### src/rtl/memory_controller_pkg.sv
// Shared encodings for the byte-serial memory controller: access type,
// FSM states, requester grant and the IO address window.
package memory_controller_pkg;
   localparam int ADDR_WIDTH = 32;
   localparam logic [1:0] IO_ADDR_HI = 2'b11;
   localparam logic READ  = 1'b0;
   localparam logic WRITE = 1'b1;

   typedef enum logic [1:0] {ST_IDLE, ST_READ, ST_WRITE, ST_DONE} state_e;
   typedef enum logic {GRANT_IC = 1'b0, GRANT_LSB = 1'b1} grant_e;
endpackage

### src/rtl/memory_controller.sv
// Owns the byte-wide RAM/IO port: round-robin arbitration between fetch and
// load/store, little-endian byte serialisation, one-cycle completion pulse.
module memory_controller
   import memory_controller_pkg::*;
(
   input  logic                  Sys_clk,
   input  logic                  Sys_rst,
   input  logic                  Sys_rdy,
   input  logic                  RoBMC_pre_judge,
   input  logic                  LSBMC_en,
   input  logic                  LSBMC_wr,
   input  logic [2:0]            LSBMC_data_width,
   input  logic [31:0]           LSBMC_data,
   input  logic [ADDR_WIDTH-1:0] LSBMC_addr,
   output logic                  MCLSB_r_en,
   output logic                  MCLSB_w_en,
   output logic [31:0]           MCLSB_data,
   input  logic                  ICMC_en,
   input  logic [ADDR_WIDTH-1:0] ICMC_addr,
   output logic                  MCIC_en,
   output logic [31:0]           MCIC_data,
   input  logic [7:0]            mem_din,
   output logic [7:0]            mem_dout,
   output logic [ADDR_WIDTH-1:0] mem_a,
   output logic                  mem_wr,
   input  logic                  io_buffer_full
);
   state_e                state;
   grant_e                grant, last_grant;
   logic [ADDR_WIDTH-1:0] addr;
   logic [2:0]            width, cnt;
   logic [31:0]           wdata, rdata;
   logic                  lsb_r_q, lsb_w_q, ic_q;
   // a_*: byte index currently on mem_a; d_*: byte index now on mem_din
   logic                  a_vld, d_vld;
   logic [1:0]            a_idx, d_idx;

   logic                  flush, io_stall, ic_abort, last_cap, pick_lsb;
   logic [ADDR_WIDTH-1:0] byte_addr;

   assign flush     = ~RoBMC_pre_judge;
   assign byte_addr = addr + {{(ADDR_WIDTH-3){1'b0}}, cnt};
   assign io_stall  = (addr[17:16] == IO_ADDR_HI) && io_buffer_full;
   assign ic_abort  = flush && (grant == GRANT_IC) && (state == ST_READ || state == ST_DONE);
   assign last_cap  = d_vld && ({1'b0, d_idx} == width - 3'd1);
   assign pick_lsb  = LSBMC_en && (!ICMC_en || last_grant == GRANT_IC);

   assign MCLSB_r_en = lsb_r_q;
   assign MCLSB_w_en = lsb_w_q;
   assign MCIC_en    = ic_q & RoBMC_pre_judge;
   assign MCLSB_data = rdata;
   assign MCIC_data  = rdata;

   always_ff @(posedge Sys_clk) begin
      if (Sys_rst) begin
         state      <= ST_IDLE;
         grant      <= GRANT_IC;
         last_grant <= GRANT_IC;
         addr       <= '0;
         width      <= '0;
         cnt        <= '0;
         wdata      <= '0;
         rdata      <= '0;
         lsb_r_q    <= 1'b0;
         lsb_w_q    <= 1'b0;
         ic_q       <= 1'b0;
         a_vld      <= 1'b0;
         a_idx      <= '0;
         d_vld      <= 1'b0;
         d_idx      <= '0;
         mem_a      <= '0;
         mem_dout   <= '0;
         mem_wr     <= 1'b0;
      end else begin
         lsb_r_q <= 1'b0;
         lsb_w_q <= 1'b0;
         ic_q    <= 1'b0;
         // The RAM's read latency keeps running while frozen, so tracking and
         // capture are ungated; only issue and completion wait for Sys_rdy.
         d_vld   <= a_vld;
         d_idx   <= a_idx;
         if (state == ST_READ && d_vld)
            rdata[{d_idx, 3'b000} +: 8] <= mem_din;

         if (ic_abort) begin
            state <= ST_IDLE;
            a_vld <= 1'b0;
            d_vld <= 1'b0;
         end else if (!Sys_rdy) begin
            mem_wr <= 1'b0;
         end else begin
            case (state)
               ST_IDLE: if (LSBMC_en || ICMC_en) begin
                  if (LSBMC_en && ICMC_en)
                     last_grant <= pick_lsb ? GRANT_LSB : GRANT_IC;
                  grant <= pick_lsb ? GRANT_LSB : GRANT_IC;
                  addr  <= pick_lsb ? LSBMC_addr : ICMC_addr;
                  width <= pick_lsb ? LSBMC_data_width : 3'd4;
                  wdata <= LSBMC_data;
                  cnt   <= '0;
                  rdata <= '0;
                  a_vld <= 1'b0;
                  d_vld <= 1'b0;
                  state <= (pick_lsb && LSBMC_wr == WRITE) ? ST_WRITE : ST_READ;
               end
               ST_READ: begin
                  if (cnt < width) begin
                     mem_a <= byte_addr;
                     a_vld <= 1'b1;
                     a_idx <= cnt[1:0];
                     cnt   <= cnt + 3'd1;
                  end
                  if (last_cap) begin
                     state <= ST_DONE;
                     a_vld <= 1'b0;
                     if (grant == GRANT_LSB) lsb_r_q <= 1'b1;
                     else                    ic_q    <= 1'b1;
                  end
               end
               ST_WRITE: begin
                  if (cnt < width) begin
                     mem_a    <= byte_addr;
                     mem_dout <= wdata[{cnt[1:0], 3'b000} +: 8];
                     if (io_stall) begin
                        mem_wr <= 1'b0;
                     end else begin
                        mem_wr <= 1'b1;
                        cnt    <= cnt + 3'd1;
                     end
                  end else begin
                     mem_wr  <= 1'b0;
                     state   <= ST_DONE;
                     lsb_w_q <= 1'b1;
                  end
               end
               ST_DONE: state <= ST_IDLE;
               default: state <= ST_IDLE;
            endcase
         end
      end
   end
endmodule

### config.mk
export PLATFORM = sky130hd
export DESIGN_NAME = memory_controller
export DESIGN_NICKNAME = d
export VERILOG_FILES = /design/src/rtl/memory_controller_pkg.sv /design/src/rtl/memory_controller.sv
export SDC_FILE = /design/constraint.sdc
export NUM_CORES = 1
export LEC_CHECK = 0
export ABC_AREA = 1
export BUFFER_PORTS_ARGS = -buffer_cell sky130_fd_sc_hd__buf_2
export CAP_MARGIN = 20
export CORE_ASPECT_RATIO = 1.75
export CORE_MARGIN = 8
export CORE_UTILIZATION = 55
export DETAILED_ROUTE_END_ITERATION = 12
export PLACE_DENSITY = 0.9
export SYNTH_ARGS = -nofsm -noshare
export SYNTH_HDL_FRONTEND = slang
export SYNTH_SLANG_ARGS = --single-unit
### constraint.sdc
create_clock -name Sys_clk -period 5.5 [get_ports Sys_clk]
set_input_delay 1.1 -clock Sys_clk [delete_from_list [all_inputs] [get_ports Sys_clk]]
set_output_delay 1.1 -clock Sys_clk [all_outputs]
set_load 0.02 [all_outputs]
== Word level (Yosys, flattened, before mapping) ==
Index checks and enable logic that the tools add are counted.

* Logic and storage cells: 108
* Register bits: 156
* Output and inout bits: 108
* Input port bits: 115

* Shift operators: 3
* Mux-type cells: 32
* $add $sub $neg: 4
* Reduce and logical (&&, ||, !) cells: 28
* Bitwise operators: 9
* Order comparisons: 1
* Equal/unequal tests: 13

{| class="wikitable"
|+ Operator list
! operator !! number
|-
| 32-bit 2-to-1 mux || 6
|-
| 32-bit by 3-bit adder with 32-bit output || 1
|-
| 32-bit bitwise mux || 1
|-
| 8-bit by 7-bit variable shift with 32-bit output (first input constant) || 1
|-
| 32-bit by 6-bit variable part select with 8-bit output || 1
|-
| 8-bit by 7-bit variable part select with 32-bit output || 1
|-
| 4-bit AND reduction || 5
|-
| 3-bit 2-to-1 mux || 5
|-
| 1-bit 2-to-1 mux || 13
|-
| 2-bit inequality test (second input constant) || 5
|-
| 3-bit one-hot mux with 3 select lines || 1
|-
| 1-bit logical AND || 8
|-
| 2-bit 2-to-1 mux || 4
|-
| 1-bit inverter || 8
|-
| 2-bit one-hot mux with 4 select lines || 1
|-
| 5-bit negator with 7-bit output || 1
|-
| 7-bit AND reduction || 1
|-
| 2-bit == test (second input constant) || 3
|-
| 5-bit AND reduction || 1
|-
| 5-bit OR reduction || 1
|-
| 2-bit by 1-bit inequality test with 1-bit output (second input constant) || 2
|-
| 2-bit OR reduction || 2
|-
| 4-bit OR reduction || 1
|-
| 3-bit by 1-bit adder with 3-bit output (second input constant) || 1
|-
| 14 further kinds || 16
|}

== Longest topological paths before layout ==
Gate-level depths: netlist (run 1).

* Word-level depth: 8
* Depth in mapped cells: 12

== Worst setup path after synthesis (run 1) ==
No wires, ideal clock.

* Kind: in2out
* Start point: input RoBMC_pre_judge
* End point: output MCIC_en
* Buffers on the path: 0
* Data arrival time: 1.266 ns
* Setup slack: 3.134 ns
* Cell stages on the path: 2
* Cells stage by stage: nand2_1 > inv_1

* Cells in the longest elaborated chain, start to end: 1

{| class="wikitable"
|+ RTL lines
! item !! RTL line !! text
|-
| from (decl) || memory_controller.sv:9 || <nowiki>input logic RoBMC_pre_judge,</nowiki>
|-
| 1-bit bitwise AND || memory_controller.sv:50 || <nowiki>assign MCIC_en = ic_q & RoBMC_pre_judge;</nowiki>
|-
| to (decl) || memory_controller.sv:20 || <nowiki>output logic MCIC_en,</nowiki>
|}

Every way passes these cells.

== Worst setup path after layout (run 1) ==
* Start point: register d_idx[0]
* End point: register rdata[22] (netlist: MCIC_data[22])

* Cells in the longest elaborated chain, start to end: 8
* Elaborated cells on any way between the ends: 9

{| class="wikitable"
|+ RTL lines
! item !! RTL line !! text
|-
| from (decl) || memory_controller.sv:36 || <nowiki>logic [1:0] a_idx, d_idx;</nowiki>
|-
| from (signal assigned) || memory_controller.sv:81 || <nowiki>d_idx <= a_idx;</nowiki>
|-
| 5-bit negator with 7-bit output * || memory_controller.sv:83 || <nowiki>rdata[{d_idx, 3'b000} +: 8] <= mem_din;</nowiki>
|-
| 8-bit by 7-bit variable part select with 32-bit output / 8-bit by 7-bit variable shift with 32-bit output (equally long branches) || memory_controller.sv:83 ||
|-
| 32-bit bitwise mux * || memory_controller.sv:83 ||
|-
| 32-bit 2-to-1 mux * || memory_controller.sv:82 || <nowiki>if (state == ST_READ && d_vld)</nowiki>
|-
| 32-bit 2-to-1 mux || memory_controller.sv:93 || <nowiki>ST_IDLE: if (LSBMC_en || ICMC_en) begin</nowiki>
|-
| 32-bit 2-to-1 mux || memory_controller.sv:92 || <nowiki>case (state)</nowiki>
|-
| 32-bit 2-to-1 mux || memory_controller.sv:89 || <nowiki>end else if (!Sys_rdy) begin</nowiki>
|-
| 32-bit 2-to-1 mux * || memory_controller.sv:85 || <nowiki>if (ic_abort) begin</nowiki>
|-
| to (signal, indexed assignment) || memory_controller.sv:83 ||
|-
| to (decl) || memory_controller.sv:32 || <nowiki>logic [31:0] wdata, rdata;</nowiki>
|}

Mark *: on every way between the ends. The rest lies on a longest branch, timed or not.
A chain may end at the register's enable or synchronous reset.

==> flow_summary.json, run 1 <==
{
  "synth_enable_flop_cells": 0,
  "post_detailed_route_drc_marker_count": 0,
  "post-place-ws_ns": 2.498,
  "timing_hold_violations_final": 0,
  "final.fill_count": 1292,
  "worst_setup_path_start_kind": "register",
  "final_period_demand_of_the_worst_path_ns": 2.667,
  "coreArea_mm2": 0.01415,
  "crit_required_ns": 5.86,
  "worstReg2RegStart": "d_idx[0]",
  "count_of_cells_resized_by_post_cts_repair": 0,
  "clkSlewWorstSetupHoldPaths_ns": 0.07,
  "synth.most_common_cell": "nor2_1",
  "initial_drc_count": 425,
  "hold_class": "register to register",
  "dpl.hpwl_um": 17570,
  "rsz_0062_raised_after_global_routing": "false",
  "timing.setup.critical_path_class": "register to register",
  "use_met3_pct": 5.673,
  "synth_seq_cells": 156,
  "fmax_ghz": 0.3749,
  "final.period_utilization_pct": 48.50,
  "syn_area_per_cell_um2": 6.869,
  "vias_per_cell": 5.352,
  "worst-endpoint-arrival_ns": 3.03,
  "largest_area_contributor_in_the_synthesized_netlist": "dfxtp_1",
  "dpl-instance-area_mm2": 0.008673,
  "hold_slack_ns": 0.4381,
  "final_antenna_net_count": 0,
  "die_width_um": 106.3,
  "yosysSeqAreaShare_pct": 39.78,
  "syn-cell-area_mm2": 0.007851,
  "net_count_after_synthesis": 1275,
  "ctsLongestPathBuffers": 2,
  "grt_util_met2_pct": 41.99,
  "grt_use_total_pct": 24.43,
  "timing.critical_path.buf_inv": 2,
  "async_reset_ff_share_pct": 0,
  "grt_start_max_net_pins": 69,
  "syn2layout_area_growth_pct": 18.02,
  "drt_first_pass_iters": 7,
  "global_route_wire_length_before_repair_um": 37120,
  "ys_warn_count": 0,
  "numCtsBuffers": 17,
  "setup.worst_path.end_class": "register",
  "post_synth_num_cell_types": 36,
  "post-cts-setup-buffer-count": 0,
  "crit_path_max_incr_delay_ns": 0.59,
  "drv.max_cap_violation_count": 0,
  "vias_after_detailed_routing": 8034,
  "clk_root_buffer_cell": "clkbuf_16",
  "fin_ws_ns": 2.833,
  "grt_busiest_layer": "met2",
  "cts.sink_count": 156,
  "rows": 58,
  "port_buffers": 222,
  "via_count_of_the_first_global_routing_pass": 7866,
  "fin_nets": 1440,
  "drv_slew": 0,
  "power-per-cell-area_mw_per_mm2": 318.7,
  "synthesis.instances": 1143,
  "cp_common_cell": "o21ai_0",
  "hold_path_startpoint": "a_idx[1]",
  "synth_commonest_cells": "nor2_1, nand2_1, dfxtp_1, o21ai_0, a21oi_1",
  "p_total_mw": 2.953,
  "clock-skew-final_ns": 0.008997,
  "yosys.area.top_type_share_pct": 39.78,
  "clkLatencyLatePin_ns": 0.43,
  "cts_max_level": 4,
  "critical_path.startpoint": "d_idx[0]",
  "start_util_pct": 55.48,
  "drive_gt1_share_pct": 21.50,
  "cts-hold-fix-buffers": 0,
  "wl_per_cell_um": 15.36,
  "worstMarginPinSlew_ns": 1.011,
  "cpLargestDelayFamily": "buffers and inverters",
  "layout.cell_area.non_filler_mm2": 0.009266,
  "critical_path_s_slowest_cell": "dfxtp_1",
  "slew-limit-headroom_pct": 32.54,
  "crit_fanout": 19,
  "antenna-diode-count": 0,
  "tritoncts_clock_tree": "yes",
  "grt_util_met1_pct": 26.29,
  "die_h_um": 174.1,
  "gr-total-overflow": 0,
  "globalplace.congestion": 0.9659,
  "postSynth.topFlopCell": "dfxtp_1",
  "die_area_mm2": 0.01850,
  "synth.top_cells.by_area": "dfxtp_1, nor2_1, nand2_1",
  "antenna_violations_before_repair": 0,
  "power_leakage_nw": 4.319,
  "outcome": "complete, no violations",
  "irDropWorstVdd_mv": 0.2123,
  "tns_ns": 0,
  "finalWirelength_um": 23050,
  "critical_path.cell_chain": "clkinv_1 > ha_1 > inv_1 > nor2_2 > nand2_1 > o21ai_0 > o21ai_0 > nor2_1",
  "setup_viol_count_final": 0,
  "num_io_pins": 223
}
[sequential cells by signal, indices dropped and copies added, names as in the netlist, 3 cells and up]
name	count
mem_dout	8
wdata	32
width	3
addr	32
mem_a	32
cnt	3
MCIC_data	32
[worst register-to-register path: cells and delay by family (launching register included)]
| family | cells | cell delay (ns) |
|---|---|---|
| flip-flops | 1 | 0.59 |
| buffers and inverters | 2 | 0.60 |
| AND/OR/NAND/NOR | 3 | 0.60 |
| AO/OA/AOI/OAI | 2 | 0.32 |
| adder cells (fa/ha/maj) | 1 | 0.50 |
[layer usage]
layer	up-vias	share of wire [%]
met2	330	50
met1	3620	38
li1	4022	-
met4	0	4.8
met5	-	0
met3	62	7.0
[through the flow]
| step | instances | util, % |
|---|---|---|
| after CTS | 1501 | 65.48 |
| final | 1501 | 65.48 |
| after global routing | 1501 | 65.48 |
| after floorplan | 1143 | - |
| after detailed placement | 1469 | 61.29 |
| after global placement | 1469 | 61.29 |
[cell usage in the layout, fill, tap and decap left out, drive strengths merged, types with 3 or more instances in the layout]
cell and count:
ha 16, o21bai 4, clkbuf 17, clkinv 7, nand2 233, nor3 5, nand4 6, nor2 240
o21ai 151, buf 228, a21oi 93, a32oi 7, inv 83, xor2 7, xnor2 3, o22ai 8
dfxtp 156, nand3 41, nand3b 8
[cell type report]
class / count / area, um^2 / area share (%)
Tap cell: 180 / 225.2 / 2.430
Multi-Input combinational cell: 829 / 3880 / 41.87
Timing Repair Buffer: 228 / 1156 / 12.48
Clock buffer: 17 / 425.4 / 4.591
Clock inverter: 15 / 167.7 / 1.809
Sequential cell: 156 / 3123 / 33.70
Inverter: 76 / 289.0 / 3.119
[kinds of logic (layout without fill, tap and decap cells)]
family,count (synthesis),after routing,share of synthesized area [%]
simple gates,537,537,27.81
fa+ha+maj,17,17,2.805
compound gates,265,265,17.69
xor+xnor,10,10,1.116
buf+inv,158,336,10.80
flops,156,156,39.78
[power by group]
group          internal [mW]  leakage [nW]  switching [mW]  total (mW)
Combinational          0.173          2.76           0.311       0.484
Clock                  0.613         0.288           0.549        1.16
Sequential              1.22          1.27          0.0888        1.31
Total                   2.00          4.32           0.949        2.95
[path summary, 6_finish.rpt]
check	to	slack, ns	cells past startpoint
worst max-delay path	MCIC_data[22]	2.83	8
worst min-delay path	d_idx[1]	0.44	2
worst max register to register	MCIC_data[22]	2.83	8
worst min register to register	d_idx[1]	0.44	2
Note: power is estimated with default switching activity, not from simulation.
==> run 2: changes to the inputs <==
--- a/config.mk
+++ b/config.mk
@@ -10,9 +10,9 @@
 export CAP_MARGIN = 20
 export CORE_ASPECT_RATIO = 1.75
 export CORE_MARGIN = 8
-export CORE_UTILIZATION = 55
+export CORE_UTILIZATION = 53
 export DETAILED_ROUTE_END_ITERATION = 12
-export PLACE_DENSITY = 0.9
+export PLACE_DENSITY = 0.87
 export SYNTH_ARGS = -nofsm -noshare
 export SYNTH_HDL_FRONTEND = slang
 export SYNTH_SLANG_ARGS = --single-unit
==> constraint.sdc (replaced) <==
create_clock -name Sys_clk -period 2.8 [get_ports Sys_clk]
set_input_delay 0.56 -clock Sys_clk [delete_from_list [all_inputs] [get_ports Sys_clk]]
set_output_delay 0.56 -clock Sys_clk [all_outputs]
set_load 0.02 [all_outputs]
==> run 2 against run 1 <==
Against the previous run:
- clock power increased by 110%
- via count grew 0.85%
- final area is 1.0% higher
- setup slack got worse by 2.3 ns
- global-route usage decreased by 0.44 points
- critical endpoint is now mem_a[30]
- hold slack got worse by 0.070 ns
- cell count grew 0.67%
- wire length is 0.64% higher
- first-iteration DRC count increased by 25%
- combinational power up 100%
- core utilization is 1.8 points lower
- critical path type unchanged
==> flow_summary.json, run 2 (same netlist as run 1, synthesis figures left out) <==
{
  "outcome": "complete, no violations",
  "antenna_violations_before_repair": 0,
  "slew-limit-headroom_pct": 49.30,
  "clock-skew-final_ns": 0.01377,
  "final.period_utilization_pct": 81.63,
  "drv.max_cap_violation_count": 0,
  "die_width_um": 108.0,
  "globalplace.congestion": 0.9515,
  "tns_ns": 0,
  "worstMarginPinSlew_ns": 0.7576,
  "final_core_util_pct": 63.72,
  "setup_viol_count_final": 0,
  "drive_gt1_share_pct": 21.91,
  "fmax_ghz": 0.4375,
  "num_io_pins": 223,
  "place_inst": 1479,
  "vias_per_cell": 5.362,
  "layout.cell_area.non_filler_mm2": 0.009360,
  "via_count_of_the_first_global_routing_pass": 7791,
  "drv_slew": 0,
  "setup.worst_path.end_class": "register",
  "finish.cell_count_without_fillers": 1511,
  "syn2layout_area_growth_pct": 19.22,
  "p_total_mw": 5.956,
  "count_of_cells_resized_by_post_cts_repair": 0,
  "hold_slack_ns": 0.3686,
  "crit_fanout": 59,
  "port_buffers": 222,
  "global_route_wire_length_before_repair_um": 36970,
  "cts.sink_count": 156,
  "numCtsBuffers": 17,
  "dpl.hpwl_um": 17660,
  "antenna-diode-count": 0,
  "clkSlewWorstSetupHoldPaths_ns": 0.07,
  "coreArea_mm2": 0.01469,
  "irDropWorstVdd_mv": 0.4497,
  "final_period_demand_of_the_worst_path_ns": 2.286,
  "dpl-instance-area_mm2": 0.008742,
  "mostFrequentLayoutCell": "nor2_1",
  "start_util_pct": 53.45,
  "die_h_um": 177.0,
  "hold_class": "input port to register",
  "worst-endpoint-arrival_ns": 2.61,
  "final_antenna_net_count": 0,
  "die_area_mm2": 0.01912,
  "rsz_0062_raised_after_global_routing": "false",
  "rows": 59,
  "initial_drc_count": 530,
  "ctsLongestPathBuffers": 2,
  "vias_after_detailed_routing": 8102,
  "most-common-layout-cells": "nor2_1, nand2_1, buf_2",
  "power_leakage_nw": 4.371,
  "gr-total-overflow": 0,
  "fin_nets": 1447,
  "tritoncts_clock_tree": "yes",
  "grt_start_max_net_pins": 61,
  "fin_ws_ns": 0.5145,
  "cts_max_level": 4,
  "post_detailed_route_drc_marker_count": 0,
  "clk_root_buffer_cell": "clkbuf_16",
  "crit_required_ns": 3.12,
  "timing.setup.critical_path_class": "register to register",
  "wl_per_cell_um": 15.35,
  "cts-hold-fix-buffers": 0,
  "finalWirelength_um": 23200,
  "drt_first_pass_iters": 5,
  "grt_use_total_pct": 23.99,
  "timing_hold_violations_final": 0,
  "post-cts-setup-buffer-count": 0,
  "worst_setup_path_start_kind": "register",
  "clkLatencyLatePin_ns": 0.43,
  "power-per-cell-area_mw_per_mm2": 636.3,
  "post-place-ws_ns": 0.5660
}
run 2: changes by cell type in the layout (fill, tap and decap cells not counted), sizes merged:
cell and change:
buf +7, bufinv +2, clkinv -4, inv +2
run 2: area by class of cell:
class | count | area [um^2]
fillers | 1366 | 5330
clock inverters | 15 | 192.7
flip-flops and latches | 156 | 3123
multi-input cells | 829 | 3880
repair buffers | 235 | 1221
well taps | 183 | 229.0
inverters | 76 | 289.0
clock buffers | 17 | 425.4
run 2: layer usage:
layer	GRT usage, %	wire length [um]	up-vias
li1	-	-	4026
met1	26.16	8792	3641
met2	41.13	11500	362
met3	4.996	1725	73
met4	14.66	1179	0
met5	0	0	-
run 2: worst max-delay path, cell delays in order, from the launching register on:
cell and delay (ns):
dfxtp_1 0.49, ha_1 0.28, a21oi_1 0.34, nand3_2 0.14, nor2_4 0.10, buf_4 0.46, nand3_1 0.21, nand2_1 0.10
inv_1 0.04
run 2: path summary, 6_finish.rpt:
| path | slack (ns) | cells past startpoint | to | startpoint |
|---|---|---|---|---|
| worst max-delay path | 0.51 | 8 | mem_a[30] | cnt[1] |
| worst min-delay path | 0.37 | 3 | width[1] | LSBMC_data_width[1] |
| worst max register to register | 0.51 | 8 | mem_a[30] | cnt[1] |
| worst min register to register | 0.43 | 2 | d_idx[0] | a_idx[0] |
run 2: power breakdown:
group	internal (mW)	switching [mW]	leakage [nW]
registers	2.39	0.168	1.27
clock network	1.37	1.05	0.302
logic	0.353	0.622	2.80
==> run 3: changes to the inputs <==
--- a/config.mk
+++ b/config.mk
@@ -10,9 +10,9 @@
 export CAP_MARGIN = 20
 export CORE_ASPECT_RATIO = 1.75
 export CORE_MARGIN = 8
-export CORE_UTILIZATION = 53
+export CORE_UTILIZATION = 48
 export DETAILED_ROUTE_END_ITERATION = 12
-export PLACE_DENSITY = 0.87
+export PLACE_DENSITY = 0.83
 export SYNTH_ARGS = -nofsm -noshare
 export SYNTH_HDL_FRONTEND = slang
 export SYNTH_SLANG_ARGS = --single-unit
==> constraint.sdc (replaced) <==
create_clock -name Sys_clk -period 2 [get_ports Sys_clk]
set_input_delay 0.4 -clock Sys_clk [delete_from_list [all_inputs] [get_ports Sys_clk]]
set_output_delay 0.4 -clock Sys_clk [all_outputs]
set_load 0.02 [all_outputs]
==> run 3 against run 2 <==
Against the previous run:
- largest cell class unchanged
- clock skew down 0.0023 ns
- global-route usage down 1.6 points
- flip-flop and latch count unchanged
- critical endpoint is now mem_a[19]
- core utilization down 5.1 points
- sequential power up 39%
- combinational power up 48%
- critical path depth up 1
==> flow_summary.json, run 3 (same netlist as run 1, synthesis figures left out) <==
{
  "outcome": "complete, no violations",
  "power_leakage_nw": 4.440,
  "vias_per_cell": 5.317,
  "via_count_of_the_first_global_routing_pass": 7917,
  "clock-skew-final_ns": 0.01150,
  "p_total_mw": 8.244,
  "critical_path.cell_chain": "inv_1 > ha_1 > o21ai_4 > nand2_1 > nor2_4 > buf_12 > nand3_1 > nand2_1 > inv_1",
  "slew-limit-headroom_pct": 67.41,
  "dpl.hpwl_um": 18060,
  "drv_slew": 0,
  "rows": 62,
  "final.period_utilization_pct": 92.40,
  "drv.max_cap_violation_count": 0,
  "coreArea_mm2": 0.01621,
  "globalplace.congestion": 0.9154,
  "drive_gt1_share_pct": 22.69,
  "timing_hold_violations_final": 0,
  "cpLargestDelayFamily": "simple AND/OR/NAND/NOR gates",
  "numCtsBuffers": 17,
  "clkSlewWorstSetupHoldPaths_ns": 0.08,
  "tns_ns": 0,
  "hold_class": "input port to register",
  "vias_after_detailed_routing": 8146,
  "clk_root_buffer_cell": "clkbuf_16",
  "drt_first_pass_iters": 5,
  "crit_fanout": 30,
  "crit_path_max_incr_delay_ns": 0.38,
  "gr-total-overflow": 0,
  "cts-hold-fix-buffers": 0,
  "crit_required_ns": 2.33,
  "ctsLongestPathBuffers": 2,
  "dpl-instance-area_mm2": 0.008879,
  "antenna_violations_before_repair": 0,
  "final_period_demand_of_the_worst_path_ns": 1.848,
  "worst_setup_path_start_kind": "register",
  "final_antenna_net_count": 0,
  "timing.critical_path.buf_inv": 3,
  "mostFrequentLayoutCell": "nor2_1",
  "clkLatencyLatePin_ns": 0.44,
  "initial_drc_count": 613,
  "critical_path_s_slowest_cell": "dfxtp_1",
  "wl_per_cell_um": 15.50,
  "final_core_util_pct": 58.66,
  "cts.sink_count": 156,
  "irDropWorstVdd_mv": 0.5998,
  "power-per-cell-area_mw_per_mm2": 866.9,
  "setup_viol_count_final": 0,
  "grt_use_total_pct": 22.37,
  "tritoncts_clock_tree": "yes",
  "fmax_ghz": 0.5411,
  "die_h_um": 185.2,
  "global_route_wire_length_before_repair_um": 37490,
  "rsz_0062_raised_after_global_routing": "false",
  "finalWirelength_um": 23750,
  "worst-endpoint-arrival_ns": 2.18,
  "num_io_pins": 223,
  "worstMarginPinSlew_ns": 0.4870,
  "die_width_um": 112.7,
  "fin_nets": 1459,
  "fin_ws_ns": 0.1521,
  "post-place-ws_ns": 0.1666,
  "start_util_pct": 48.43,
  "post_detailed_route_drc_marker_count": 0,
  "cts_max_level": 4,
  "most-common-layout-cells": "nor2_1, nand2_1, buf_2",
  "die_area_mm2": 0.02087,
  "layout.cell_area.non_filler_mm2": 0.009510,
  "grt_start_max_net_pins": 60,
  "setup.worst_path.end_class": "register",
  "timing.setup.critical_path_class": "register to register",
  "syn2layout_area_growth_pct": 21.13,
  "antenna-diode-count": 0,
  "port_buffers": 222
}
-- run 3: power by group --
part	switching (mW)	internal [mW]	total [mW]	leakage, nW
combinational	0.892	0.543	1.44	2.88
clock	1.56	1.68	3.24	0.288
sequential	0.219	3.35	3.57	1.27
total	2.67	5.57	8.24	4.44
-- run 3: per-stage QoR --
stage               instances  hold WS (ns)
detailed placement       1498        0.4267
finish                   1532        0.1966
floorplan                1143        0.4101
global placement         1498        0.4221
global route             1532        0.2022
CTS                      1530        0.1916
-- run 3: worst paths after layout --
kind                            slack, ns         to     startpoint  depth (start not counted)
worst max-delay path                 0.15  mem_a[19]       state[1]                          9
worst min register to register       0.44   d_idx[0]       a_idx[0]                          2
worst max register to register       0.15  mem_a[19]       state[1]                          9
worst min-delay path                 0.20    addr[6]  LSBMC_addr[6]                          3
-- run 3: what timing repair did --
item,CTS,global route
endpoints found under the setup margin,0,13
hold endpoints to repair,0,0
buffers inserted,0,1
gates resized for setup,0,1
-- run 3: final cells by class --
class / count / area [um^2]
Tap cell: 192 / 240.2
Fill cell: 1553 / 6703
Multi-Input combinational cell: 829 / 3884
Sequential cell: 156 / 3123
Clock inverter: 15 / 170.2
Inverter: 76 / 289.0
Timing Repair Buffer: 247 / 1379
Clock buffer: 17 / 425.4
-- run 3: tightest hold or removal path, delay by kind of cell --
family	cells	cell delay [ns]
AOI/OAI and AO/OA	1	0.05
and+or+nand+nor	1	0.05
buffers and inverters	1	0.09
-- run 3: metal layers --
metal,vias to the layer above,wire length [um],track usage (%)
met5,-,0,0
met4,0,1223,14.17
met3,78,1537,5.583
met2,322,11890,39.46
met1,3684,9091,23.26
li1,4062,-,-
